--- src/rtl/imem_loader_pkg.sv ---
`default_nettype none
// ============================================================================
// Module   : imem_loader_pkg
// Purpose  : Shared definitions for the instruction-memory program loader.
//            This package holds the loader FSM state encoding, the frame
//            layout constants and the instruction-memory geometry defaults.
//            The instruction memory uses the same geometry defaults.
// Revision : 1.0 - initial release
// ============================================================================
package imem_loader_pkg;

    // Instruction memory geometry defaults.
    localparam int c_depth_default  = 1024;
    localparam int c_addr_w_default = 10;

    // Frame layout: a 2-byte little-endian word count, then 4 bytes per word.
    localparam int c_hdr_bytes      = 2;
    localparam int c_bytes_per_word = 4;

    typedef enum logic [2:0] {
        ST_IDLE   = 3'd0,
        ST_LEN_LO = 3'd1,
        ST_LEN_HI = 3'd2,
        ST_DATA   = 3'd3,
        ST_CHECK  = 3'd4,
        ST_DONE   = 3'd5,
        ST_ERR    = 3'd6
    } state_t;

    // States in which a frame is in progress and stream bytes are accepted.
    function automatic logic st_in_frame(input state_t s);
        return (s == ST_LEN_LO) || (s == ST_LEN_HI) ||
               (s == ST_DATA)   || (s == ST_CHECK);
    endfunction

endpackage
`default_nettype wire

--- src/rtl/imem_word_packer.sv ---
`default_nettype none
// ============================================================================
// Module   : imem_word_packer
// Purpose  : Assembles little-endian 32-bit words from a byte stream and
//            keeps a running XOR of every byte it is given.
// Ports    : clk, rst        - clock, synchronous active-high reset
//            i_clear         - synchronous clear of index, shift reg, checksum
//            i_byte_valid    - accept i_byte this cycle
//            i_byte          - payload byte
//            o_word_valid    - i_byte completes a word this cycle
//            o_word          - assembled word (valid with o_word_valid)
//            o_checksum      - XOR of all bytes accepted since the last clear
// Revision : 1.0 - initial release
// ============================================================================
module imem_word_packer
    import imem_loader_pkg::*;
(
    input  logic        clk,
    input  logic        rst,
    input  logic        i_clear,
    input  logic        i_byte_valid,
    input  logic [7:0]  i_byte,
    output logic        o_word_valid,
    output logic [31:0] o_word,
    output logic [7:0]  o_checksum
);

    localparam logic [1:0] c_last_idx = 2'(c_bytes_per_word - 1);

    logic [1:0]  r_idx;
    logic [23:0] r_shift;
    logic [7:0]  r_xor;

    // The word is completed combinationally from the fourth byte. The loader
    // can then register the write on the same edge as the handshake.
    assign o_word_valid = i_byte_valid && (r_idx == c_last_idx);
    assign o_word       = {i_byte, r_shift};
    assign o_checksum   = r_xor;

    always_ff @(posedge clk) begin
        if (rst || i_clear) begin
            r_idx   <= 2'd0;
            r_shift <= 24'd0;
            r_xor   <= 8'd0;
        end else if (i_byte_valid) begin
            r_xor   <= r_xor ^ i_byte;
            // Shift right so the first byte of a word lands in bits 7:0.
            r_shift <= {i_byte, r_shift[23:8]};
            // The index wraps from 3 to 0 on its own at the end of each word.
            r_idx   <= r_idx + 2'd1;
        end
    end

endmodule
`default_nettype wire

--- src/rtl/imem_loader.sv ---
`default_nettype none
// ============================================================================
// Module   : imem_loader
// Purpose  : Fills the instruction memory from a framed host byte stream
//            (LEN_LO, LEN_HI, 4*N little-endian payload bytes, XOR checksum).
//            It holds the CPU in reset until a load completes successfully.
// Ports    : clk, reset      - clock, synchronous active-high reset
//            io_start        - arms a load (honoured in IDLE/DONE/ERR)
//            io_in_*         - byte stream, valid/ready handshake
//            io_wr_*         - instruction-memory write port, one strobe/word
//            io_busy         - frame in progress
//            io_done/io_err  - outcome of the last load
//            io_cpu_reset    - high unless the last load succeeded
// Revision : 1.0 - initial release
// ============================================================================
module imem_loader
    import imem_loader_pkg::*;
#(
    parameter int DEPTH  = c_depth_default,
    parameter int ADDR_W = c_addr_w_default
) (
    input  logic              clk,
    input  logic              reset,
    input  logic              io_start,
    input  logic              io_in_valid,
    input  logic [7:0]        io_in_bits,
    output logic              io_in_ready,
    output logic              io_wr_en,
    output logic [ADDR_W-1:0] io_wr_addr,
    output logic [31:0]       io_wr_data,
    output logic              io_busy,
    output logic              io_done,
    output logic              io_err,
    output logic              io_cpu_reset
);

    localparam logic [16:0] c_depth = 17'(DEPTH);

    state_t            r_state;
    state_t            w_state_nxt;
    logic [7:0]        r_len_lo;
    logic [15:0]       r_len;
    logic [ADDR_W-1:0] r_word_cnt;

    logic        w_hs;
    logic        w_start;
    logic [15:0] w_len;
    logic        w_last_word;
    logic        w_word_valid;
    logic [31:0] w_word;
    logic [7:0]  w_checksum;

    assign w_hs    = io_in_valid && io_in_ready;
    assign w_start = io_start && !st_in_frame(r_state);
    assign w_len   = {io_in_bits, r_len_lo};
    // The word now completing is the last one when its index is N-1.
    assign w_last_word = ((16'(r_word_cnt) + 16'd1) == r_len);

    imem_word_packer u_packer (
        .clk          (clk),
        .rst          (reset),
        .i_clear      (w_start),
        .i_byte_valid (w_hs && (r_state == ST_DATA)),
        .i_byte       (io_in_bits),
        .o_word_valid (w_word_valid),
        .o_word       (w_word),
        .o_checksum   (w_checksum)
    );

    always_comb begin
        w_state_nxt = r_state;
        unique case (r_state)
            ST_IDLE, ST_DONE, ST_ERR: begin
                if (io_start) w_state_nxt = ST_LEN_LO;
            end
            ST_LEN_LO: begin
                if (w_hs) w_state_nxt = ST_LEN_HI;
            end
            ST_LEN_HI: begin
                if (w_hs) begin
                    if ({1'b0, w_len} > c_depth) w_state_nxt = ST_ERR;
                    else if (w_len == 16'd0)     w_state_nxt = ST_CHECK;
                    else                         w_state_nxt = ST_DATA;
                end
            end
            ST_DATA: begin
                if (w_word_valid && w_last_word) w_state_nxt = ST_CHECK;
            end
            ST_CHECK: begin
                if (w_hs) w_state_nxt = (io_in_bits == w_checksum) ? ST_DONE : ST_ERR;
            end
            default: w_state_nxt = ST_IDLE;
        endcase
    end

    // Status outputs are registered from the next state, so they line up
    // exactly with the state they describe.
    always_ff @(posedge clk) begin
        if (reset) begin
            r_state      <= ST_IDLE;
            r_len_lo     <= 8'd0;
            r_len        <= 16'd0;
            r_word_cnt   <= '0;
            io_in_ready  <= 1'b0;
            io_wr_en     <= 1'b0;
            io_wr_addr   <= '0;
            io_wr_data   <= 32'd0;
            io_busy      <= 1'b0;
            io_done      <= 1'b0;
            io_err       <= 1'b0;
            io_cpu_reset <= 1'b1;
        end else begin
            r_state      <= w_state_nxt;
            io_in_ready  <= st_in_frame(w_state_nxt);
            io_busy      <= st_in_frame(w_state_nxt);
            io_done      <= (w_state_nxt == ST_DONE);
            io_err       <= (w_state_nxt == ST_ERR);
            io_cpu_reset <= (w_state_nxt != ST_DONE);
            io_wr_en     <= w_word_valid;

            if (w_word_valid) begin
                io_wr_addr <= r_word_cnt;
                io_wr_data <= w_word;
                r_word_cnt <= r_word_cnt + ADDR_W'(1);
            end
            if (w_start) r_word_cnt <= '0;

            if ((r_state == ST_LEN_LO) && w_hs) r_len_lo <= io_in_bits;
            if ((r_state == ST_LEN_HI) && w_hs) r_len    <= w_len;
        end
    end

endmodule
`default_nettype wire

--- config.mk ---
export PLATFORM = sky130hd
export DESIGN_NAME = imem_loader
export DESIGN_NICKNAME = d
export VERILOG_FILES = /design/src/rtl/imem_loader_pkg.sv /design/src/rtl/imem_word_packer.sv /design/src/rtl/imem_loader.sv
export SDC_FILE = /design/constraint.sdc
export NUM_CORES = 1
export LEC_CHECK = 0
export BUFFER_PORTS_ARGS = -buffer_cell sky130_fd_sc_hd__buf_4
export CORE_UTILIZATION = 50
export DETAILED_ROUTE_END_ITERATION = 10
export PLACE_DENSITY = 0.7
export SLEW_MARGIN = 20
export SYNTH_ARGS = -nofsm -noshare
export SYNTH_HDL_FRONTEND = slang
export SYNTH_SLANG_ARGS = --single-unit
--- constraint.sdc ---
create_clock -name clk -period 2.61 [get_ports clk]
set_input_delay 0.3915 -clock clk [delete_from_list [all_inputs] [get_ports clk]]
set_output_delay 0.3915 -clock clk [all_outputs]
set_load 0.05 [all_outputs]
==> flow_metrics.py, run 1 <==
metrics = {
    "finish": {
        "nets": 652,
        "multi_input_area_um2": 2190,
        "nFillCells": 810,
        "layout_commonest_cell": "nand2_1",
        "syn_to_final_growth_pct": 23.7,
        "layout-drive-gt1-share": 0.172,
        "finalInstanceArea_um2": 5830,
        "antenna_cells": 0,
        "regArea_um2": 2360,
        "layout_common_cells": "179 x nand2_1, 118 x dfxtp_1, 91 x a21oi_1, 74 x buf_4, 33 x nor2_1",
    },
    "power_and_ir_drop": {
        "ir_worst_vdd_uv": 441,
        "p_leak_nw": 2.12,
        "power_density_nw_per_um2": 714,
    },
    "setup_path": {
        "cpLargestDelayFamily": "compound AO/OA/AOI/OAI gates",
        "max_stage_delay_ns": 0.47,
        "crit_arrival_ns": 2.74,
        "crit_buf_inv": 0,
        "path_cells": "ha_1 -> nand3_2 -> o21a_1 -> or4_1 -> a211o_1 -> o21a_1 -> a211o_1",
        "cp-start-kind": "flip-flop",
        "reg2reg_slack_ns": 0.27,
        "cpMaxStageDelayCell": "or4_1",
        "critical_path_class": "flip-flop to flip-flop",
        "end_kind": "flip-flop",
        "cp.required_ns": 3.01,
        "cp_max_fo": 5,
    },
    "logic_synthesis": {
        "synth_nets": 598,
        "ys_seq_area_frac": 0.501,
        "synth_edf_count": 0,
        "syn_inst": 584,
        "async_reset_ff_frac": 0,
        "yosysWarnings": 0,
        "yosys_most_used_dff": "dfxtp_1",
        "synth.largest_area_cell": "dfxtp_1",
        "synth_top_area_share": 0.501,
        "ys_types": 42,
        "mappedNetlistArea_um2": 4710,
        "avgSynthCellArea_um2": 8.07,
        "synthTopCellsByArea": "dfxtp_1 50%, nand2_1 14%, a21oi_1 9.7%",
        "synth-seq-cells": 118,
    },
    "routing": {
        "viasPerCell": 5.35,
        "drt-initial-drc-count": 242,
        "drt-total-wl_um": 11000,
        "drt-pass1-iter-count": 5,
        "final_antenna_net_count": 0,
        "avgRoutedWirePerCell_um": 14.4,
        "via_count": 4078,
        "drcViolationCount": 0,
    },
    "global_routing": {
        "first_global_vias": 3822,
        "gr-total-overflow": 0,
        "antenna_found_initial": 0,
        "grtUsageTotal": 0.237,
        "grt_max_degree": 45,
        "grt_pass1_wl_um": 18300,
    },
    "cts": {
        "root_buffer": "clkbuf_8",
        "post-cts-setup-buffers": 0,
        "clkSlewWorstSetupHoldPaths_ns": 0.06,
        "ctsHoldBuffers": 0,
        "cts_tree": "built",
        "htree_num_levels": 4,
        "clkLatencyLatePin_ns": 0.51,
        "cts_num_sinks": 118,
        "cts_resized": 0,
        "cts_buffer_depth": 2,
        "numCtsBuffers": 17,
    },
    "sta": {
        "tns_ns": 0,
        "slew_headroom": 0.435,
        "period_needed_ns": 2.34,
        "period_share": 0.896,
        "grt_setup_unrepaired": "false",
        "hold_viol": 0,
        "tightest_slew_ns": 0.845,
        "finalSetupViolations": 0,
        "slew_viol_final": 0,
        "maxClockFrequency_ghz": 0.428,
        "skew_ns": 0.00694,
    },
    "job": {
        "drv_cap": 0,
    },
    "floorplan": {
        "rows": 35,
        "die_w_um": 99.1,
        "ios": 60,
        "die_y_um": 99.1,
        "start_util": 0.512,
        "core-area_um2": 9200,
        "die-area_um2": 9810,
    },
    "placement": {
        "port_buffers": 59,
        "place_area_um2": 5260,
        "place_congestion": 0.877,
        "hpwl_um": 7400,
    },
    "worst_hold_path": {
        "hp-class": "input pin to flip-flop",
    },
    "outcome": {
        "outcome": "complete, no violations",
    },
}
## stage by stage
step           utilization  setup WS, ns  instances  hold WS (ns)  total power, mW
5_1_grt              0.634         0.156        762         0.175             4.30
3_5_place_dp         0.572         0.293        730         0.446             2.02
4_1_cts              0.634         0.277        762         0.154             4.20
6_report             0.634         0.271        762         0.174             4.16
2_1_floorplan            -         0.259        584         0.431             1.96
3_3_place_gp         0.572         0.335        730         0.438             2.02
## synthesized netlist by cell type, types with 2 or more instances
cell type  number
o21ai_0         6
ha_1            2
nand3_1         6
a31oi_1         2
a211oi_1        2
clkbuf_1       34
and3_1          2
nor3b_1         2
and2_1          2
nand2_1       179
nand2b_1        2
nor4_1          7
mux2i_1         8
nor3_1          7
nor2b_1         3
xnor2_1        20
and3b_1         2
a21oi_1        91
o21ai_1         2
or3_1           2
xor2_1         19
nand4_1         5
buf_4           3
buf_1           2
dfxtp_1       118
or4_1           2
o21a_1          3
a211o_1         3
inv_1           3
nor2_1         33
## final timing paths
| path | cells past startpoint | endpoint | start |
|---|---|---|---|
| worst max-delay path | 7 | io_cpu_reset | r_word_cnt[1] |
| worst min-delay path | 3 | io_wr_data[25] | io_in_bits[1] |
| worst max register to register | 7 | io_cpu_reset | r_word_cnt[1] |
| worst min register to register | 2 | io_wr_data[0] | io_wr_data[0] |
## cell families after synthesis
family / after synthesis / synth area share
buffers and inverters: 42 / 0.0359
muxes: 8 / 0.0170
DFF: 118 / 0.501
xor gates and xnor gates: 39 / 0.0725
adders and majority gates: 2 / 0.00531
and+or+nand+nor: 257 / 0.229
AOI/OAI and AO/OA: 118 / 0.139
## worst reg2reg max path: stages (launching register included)
cell and delay (ns):
dfxtp_1 0.41, ha_1 0.22, nand3_2 0.09, o21a_1 0.20, or4_1 0.47, a211o_1 0.34
o21a_1 0.24, a211o_1 0.27
## where the power goes
| group | internal (mW) | leakage [nW] | switching [mW] |
|---|---|---|---|
| Combinational | 0.0526 | 0.899 | 0.107 |
| Clock | 1.31 | 0.270 | 0.873 |
| Sequential | 1.81 | 0.951 | 0.0116 |
| Total | 3.17 | 2.12 | 0.992 |
## registers in the layout, summed over array words and instances, names as in the netlist
| register | cells |
|---|---|
| io_busy | 1 |
| r_word_cnt | 10 |
| io_wr_en | 1 |
| io_done | 1 |
| r_len | 16 |
| u_packer.r_shift | 24 |
| io_err | 1 |
| u_packer.r_idx | 2 |
| io_wr_data | 32 |
| io_cpu_reset | 1 |
| u_packer.o_checksum | 8 |
| r_state | 3 |
| io_wr_addr | 10 |
| r_len_lo | 8 |
## routing by layer
layer,share of wire,GRT usage
met2,0.47,0.374
met1,0.47,0.322
met4,0.0093,0.0826
met3,0.043,0.0525
met5,0,0
## final cells by class
class	count	share of cell area
clock buffers	18	0.0734
inverters	3	0.00193
clock inverters	14	0.0234
repair buffers	74	0.0953
flip-flops and latches	118	0.405
well taps	111	0.0238
multi-input cells	424	0.377
Note: power is estimated with default switching activity, not from simulation.
==> inputs of run 2 (changes only) <==
--- a/config.mk
+++ b/config.mk
@@ -9,6 +9,7 @@
 export CORE_UTILIZATION = 50
 export DETAILED_ROUTE_END_ITERATION = 10
 export PLACE_DENSITY = 0.7
+export RECOVER_POWER = 100
 export SLEW_MARGIN = 20
 export SYNTH_ARGS = -nofsm -noshare
 export SYNTH_HDL_FRONTEND = slang
==> flow_metrics.py, run 2 (synthesis results as in run 1) <==
metrics = {
    "sta": {
        "period_needed_ns": 2.35,
        "slew_headroom": 0.382,
        "maxClockFrequency_ghz": 0.426,
        "finalSetupViolations": 0,
        "timing.final.ws_setup_ns": 0.261,
        "slew_viol_final": 0,
        "hold_viol": 0,
        "skew_ns": 0.00635,
        "grt_setup_unrepaired": "false",
        "period_share": 0.900,
        "tns_ns": 0,
        "tightest_slew_ns": 0.926,
    },
    "routing": {
        "drt-initial-drc-count": 242,
        "drt-total-wl_um": 11000,
        "viasPerCell": 5.36,
        "drcViolationCount": 0,
        "via_count": 4082,
        "drt-pass1-iter-count": 4,
        "final_antenna_net_count": 0,
        "avgRoutedWirePerCell_um": 14.4,
    },
    "cts": {
        "cts_tree": "built",
        "numCtsBuffers": 17,
        "cts_num_sinks": 118,
        "cts_buffer_depth": 2,
        "htree_num_levels": 4,
        "ctsHoldBuffers": 0,
        "root_buffer": "clkbuf_8",
        "clkLatencyLatePin_ns": 0.51,
        "cts_resized": 0,
        "clkSlewWorstSetupHoldPaths_ns": 0.06,
        "post-cts-setup-buffers": 0,
    },
    "finish": {
        "syn_to_final_growth_pct": 19.1,
        "final_util": 0.610,
        "largest_register": "io_wr_data",
        "layout-drive-gt1-share": 0.0876,
        "layout_common_cells": "179 x nand2_1, 118 x dfxtp_1, 91 x a21oi_1, 51 x clkbuf_1, 33 x nor2_1",
        "reg.largest.list": "io_wr_data: 32 flops, u_packer.r_shift: 24 flops, r_len: 16 flops",
        "layout_commonest_cell": "nand2_1",
        "finalInstanceArea_um2": 5610,
        "nFillCells": 868,
        "largest_reg_flops": 32,
        "nets": 652,
        "antenna_cells": 0,
    },
    "global_routing": {
        "antenna_found_initial": 0,
        "grtUsageTotal": 0.237,
        "first_global_vias": 3822,
        "gr-total-overflow": 0,
        "grt_pass1_wl_um": 18300,
        "grt_max_degree": 45,
    },
    "placement": {
        "place_congestion": 0.877,
        "port_buffers": 59,
        "hpwl_um": 7400,
        "place_area_um2": 5260,
        "dp_slack_ns": 0.293,
    },
    "setup_path": {
        "cp-start-kind": "flip-flop",
        "crit_arrival_ns": 2.75,
        "worstReg2RegStart": "r_word_cnt[1]",
        "critical_path_class": "flip-flop to flip-flop",
        "r2r_cells": 7,
        "rr_endpoint": "io_cpu_reset",
        "reg2reg_slack_ns": 0.26,
        "cp.required_ns": 3.01,
        "cp_max_fo": 5,
        "end_kind": "flip-flop",
    },
    "power_and_ir_drop": {
        "p_leak_nw": 1.90,
        "ir_worst_vdd_uv": 442,
        "power_density_nw_per_um2": 741,
        "p_total_mw": 4.15,
    },
    "floorplan": {
        "ios": 60,
        "core-area_um2": 9200,
        "die_w_um": 99.1,
        "rows": 35,
        "start_util": 0.512,
        "die-area_um2": 9810,
        "die_y_um": 99.1,
    },
    "worst_hold_path": {
        "hold_end": "io_wr_data[25]",
        "min_from": "io_in_bits[1]",
        "min_path_cells": 3,
        "hp-class": "input pin to flip-flop",
    },
    "job": {
        "drv_cap": 0,
    },
    "outcome": {
        "outcome": "complete, no violations",
    },
}
## run 2: stage by stage
step | instances | hold slack (ns)
floorplan | 584 | 0.431
global placement | 730 | 0.438
detailed placement | 730 | 0.446
CTS | 762 | 0.154
global route | 762 | 0.175
finish | 762 | 0.172
## run 2: worst max-delay path, cell delays in order, from the launching register on
cell and delay (ns):
dfxtp_1 0.41, ha_1 0.20, nand3_1 0.11, o21a_1 0.21, or4_1 0.47, a211o_1 0.33, o21a_1 0.23, a211o_1 0.27
## run 2: final cells by class
class / instances / area [um^2] / area share
well taps: 111 / 139 / 0.0248
multi-input cells: 424 / 2170 / 0.387
clock buffers: 18 / 428 / 0.0763
flip-flops and latches: 118 / 2360 / 0.421
inverters: 3 / 11.3 / 0.00201
clock inverters: 14 / 136 / 0.0243
repair buffers: 74 / 362 / 0.0645
## run 2: how the worst max path moves through the flow
| stage | start | endpoint | slack [ns] | depth (start not counted) |
|---|---|---|---|---|
| finish | r_word_cnt[1] | io_cpu_reset | 0.26 | 7 |
| global route | r_word_cnt[1] | io_cpu_reset | 0.14 | 7 |
| CTS | r_word_cnt[1] | io_cpu_reset | 0.28 | 7 |
| detailed placement | io_in_bits[0] | io_busy | 0.29 | 7 |
| global placement | r_word_cnt[1] | io_cpu_reset | 0.33 | 7 |
| floorplan | r_word_cnt[0] | io_cpu_reset | 0.26 | 7 |
## run 2: power by group
part           total, mW  internal (mW)  switching [mW]
Combinational      0.153         0.0473           0.105
Sequential          1.82           1.81          0.0112
Clock               2.18           1.31           0.872
## run 2: layer usage
layer	vias up	GRT usage	routed length (um)
met4	0	0.0826	97
met3	11	0.0525	517
met5	-	0	0
met2	108	0.374	5170
li1	2053	-	-
met1	1910	0.322	5170
==> inputs of run 3 (changes only) <==
--- a/config.mk
+++ b/config.mk
@@ -5,7 +5,7 @@
 export SDC_FILE = /design/constraint.sdc
 export NUM_CORES = 1
 export LEC_CHECK = 0
-export BUFFER_PORTS_ARGS = -buffer_cell sky130_fd_sc_hd__buf_4
+export BUFFER_PORTS_ARGS = -buffer_cell sky130_fd_sc_hd__clkbuf_2
 export CORE_UTILIZATION = 50
 export DETAILED_ROUTE_END_ITERATION = 10
 export PLACE_DENSITY = 0.7
==> flow_metrics.py, run 3 (synthesis results as in run 1) <==
metrics = {
    "global_routing": {
        "gr-total-overflow": 0,
        "antenna_found_initial": 0,
        "first_global_vias": 3864,
        "grt_pass1_wl_um": 18500,
        "grtUsageTotal": 0.243,
        "grt_max_degree": 75,
    },
    "floorplan": {
        "core-area_um2": 9200,
        "die_y_um": 99.1,
        "rows": 35,
        "die-area_um2": 9810,
        "die_w_um": 99.1,
        "ios": 60,
        "start_util": 0.512,
    },
    "finish": {
        "layout_common_cells": "179 x nand2_1, 118 x dfxtp_1, 91 x a21oi_1, 52 x clkbuf_1, 33 x nor2_1",
        "nets": 652,
        "layout-drive-gt1-share": 0.0876,
        "layout.cells.non_filler": 762,
        "reg.largest.list": "io_wr_data: 32 flops, u_packer.r_shift: 24 flops, r_len: 16 flops",
        "antenna_cells": 0,
        "layout_commonest_cell": "nand2_1",
        "syn_to_final_growth_pct": 18.5,
        "largest_register": "io_wr_data",
        "nFillCells": 870,
        "largest_reg_flops": 32,
    },
    "sta": {
        "hold_viol": 0,
        "slew_viol_final": 0,
        "fin_hold_ws_ns": 0.192,
        "tightest_slew_ns": 0.772,
        "slew_headroom": 0.486,
        "tns_ns": 0,
        "period_share": 0.935,
        "skew_ns": 0.00674,
        "finalSetupViolations": 0,
        "period_needed_ns": 2.44,
        "grt_setup_unrepaired": "false",
        "maxClockFrequency_ghz": 0.410,
    },
    "power_and_ir_drop": {
        "p_leak_nw": 1.90,
        "ir_worst_vdd_uv": 477,
        "switching_share": 0.235,
        "p_comb_frac": 0.035,
        "p_sw_uw": 972,
        "clkPwrFrac": 0.525,
        "seqPwrFrac": 0.440,
        "intPower_mw": 3.17,
        "power_density_nw_per_um2": 742,
    },
    "cts": {
        "cts_num_sinks": 118,
        "numCtsBuffers": 17,
        "post-cts-setup-buffers": 0,
        "clkSlewWorstSetupHoldPaths_ns": 0.06,
        "root_buffer": "clkbuf_8",
        "cts_resized": 0,
        "cts_tree": "built",
        "cts_buffer_depth": 2,
        "clkLatencyLatePin_ns": 0.52,
        "htree_num_levels": 4,
        "ctsHoldBuffers": 0,
    },
    "setup_path": {
        "crit_buf_inv": 0,
        "cp_max_fo": 7,
        "path_common_cell": "o21a_1",
        "end_kind": "flip-flop",
        "cp.required_ns": 3.02,
        "cpLargestDelayFamily": "compound AO/OA/AOI/OAI gates",
        "critical_path_class": "flip-flop to flip-flop",
        "cp-start-kind": "flip-flop",
        "max_stage_delay_ns": 0.47,
        "cpMaxStageDelayCell": "or4_1",
        "crit_arrival_ns": 2.85,
        "path_cells": "ha_1 -> nand3_2 -> o21a_1 -> or4_1 -> a211o_1 -> o21a_1 -> o41ai_1",
    },
    "placement": {
        "port_buffers": 59,
        "place_congestion": 0.863,
        "hpwl_um": 7230,
        "dpl.cell_count": 730,
    },
    "routing": {
        "drt-pass1-iter-count": 5,
        "drcViolationCount": 0,
        "avgRoutedWirePerCell_um": 14.5,
        "via_count": 4130,
        "drt-total-wl_um": 11000,
        "drt-initial-drc-count": 182,
        "final_antenna_net_count": 0,
        "viasPerCell": 5.42,
    },
    "outcome": {
        "outcome": "complete, no violations",
    },
    "worst_hold_path": {
        "hp-class": "input pin to flip-flop",
    },
    "job": {
        "drv_cap": 0,
    },
}
[run 3: cell count changes in the layout (fill, tap and decap cells not counted)]
cell and delta:
buf_4 -12, clkbuf_2 +11, inv_6 -5, clkinv_4 +4
clkinv_2 +2, clkinvlp_4 -2, clkbuf_1 +1, clkbuf_8 +1
nand3_1 -1, nand3_2 +1
[run 3: per-layer routing]
| layer | share of wire | vias up | global-route usage |
|---|---|---|---|
| met1 | 0.47 | 1946 | 0.314 |
| met4 | 0.017 | 0 | 0.0984 |
| met3 | 0.045 | 19 | 0.0574 |
| met2 | 0.47 | 118 | 0.393 |
| met5 | 0 | - | 0 |
| li1 | - | 2047 | - |
[run 3: path summary, 6_finish.rpt]
path                                      from        endpoint  slack [ns]  depth (start not counted)
worst max-delay path             r_word_cnt[1]         io_busy        0.17                          7
worst max register to register   r_word_cnt[1]         io_busy        0.17                          7
worst min register to register  io_wr_data[12]  io_wr_data[12]        0.45                          2
worst min-delay path             io_in_bits[1]  io_wr_data[25]        0.19                          3
[run 3: power groups by stage]
stage	combinational [mW]	sequential, mW	clock, mW
floorplan	0.102	1.86	0
global placement	0.146	1.86	0
detailed placement	0.149	1.86	0
CTS	0.150	1.82	2.21
global route	0.159	1.82	2.29
finish	0.146	1.82	2.18
[run 3: area by class of cell]
cell class / instances / area, um^2 / area share
Clock buffer: 19 / 442 / 0.0791
Clock inverter: 13 / 123 / 0.0220
Inverter: 3 / 11.3 / 0.00202
Multi-Input combinational cell: 424 / 2180 / 0.390
Sequential cell: 118 / 2360 / 0.423
Tap cell: 111 / 139 / 0.0249
Timing Repair Buffer: 74 / 330 / 0.0592
[run 3: through the flow]
stage	total power, mW	utilization	setup WS (ns)	cell area [um^2]
floorplan	1.96	-	0.259	4710
global placement	2.01	0.556	0.283	5110
detailed placement	2.01	0.556	0.194	5110
CTS	4.18	0.618	0.176	5680
global route	4.27	0.607	0.0598	5580
finish	4.14	0.607	0.170	5580
[run 3: worst register-to-register path: cells and delay by family (launching register included)]
| family | cells | cell delay, ns |
|---|---|---|
| adders and majority gates | 1 | 0.22 |
| AOI/OAI and AO/OA | 4 | 1.09 |
| and+or+nand+nor | 2 | 0.62 |
| DFF | 1 | 0.41 |
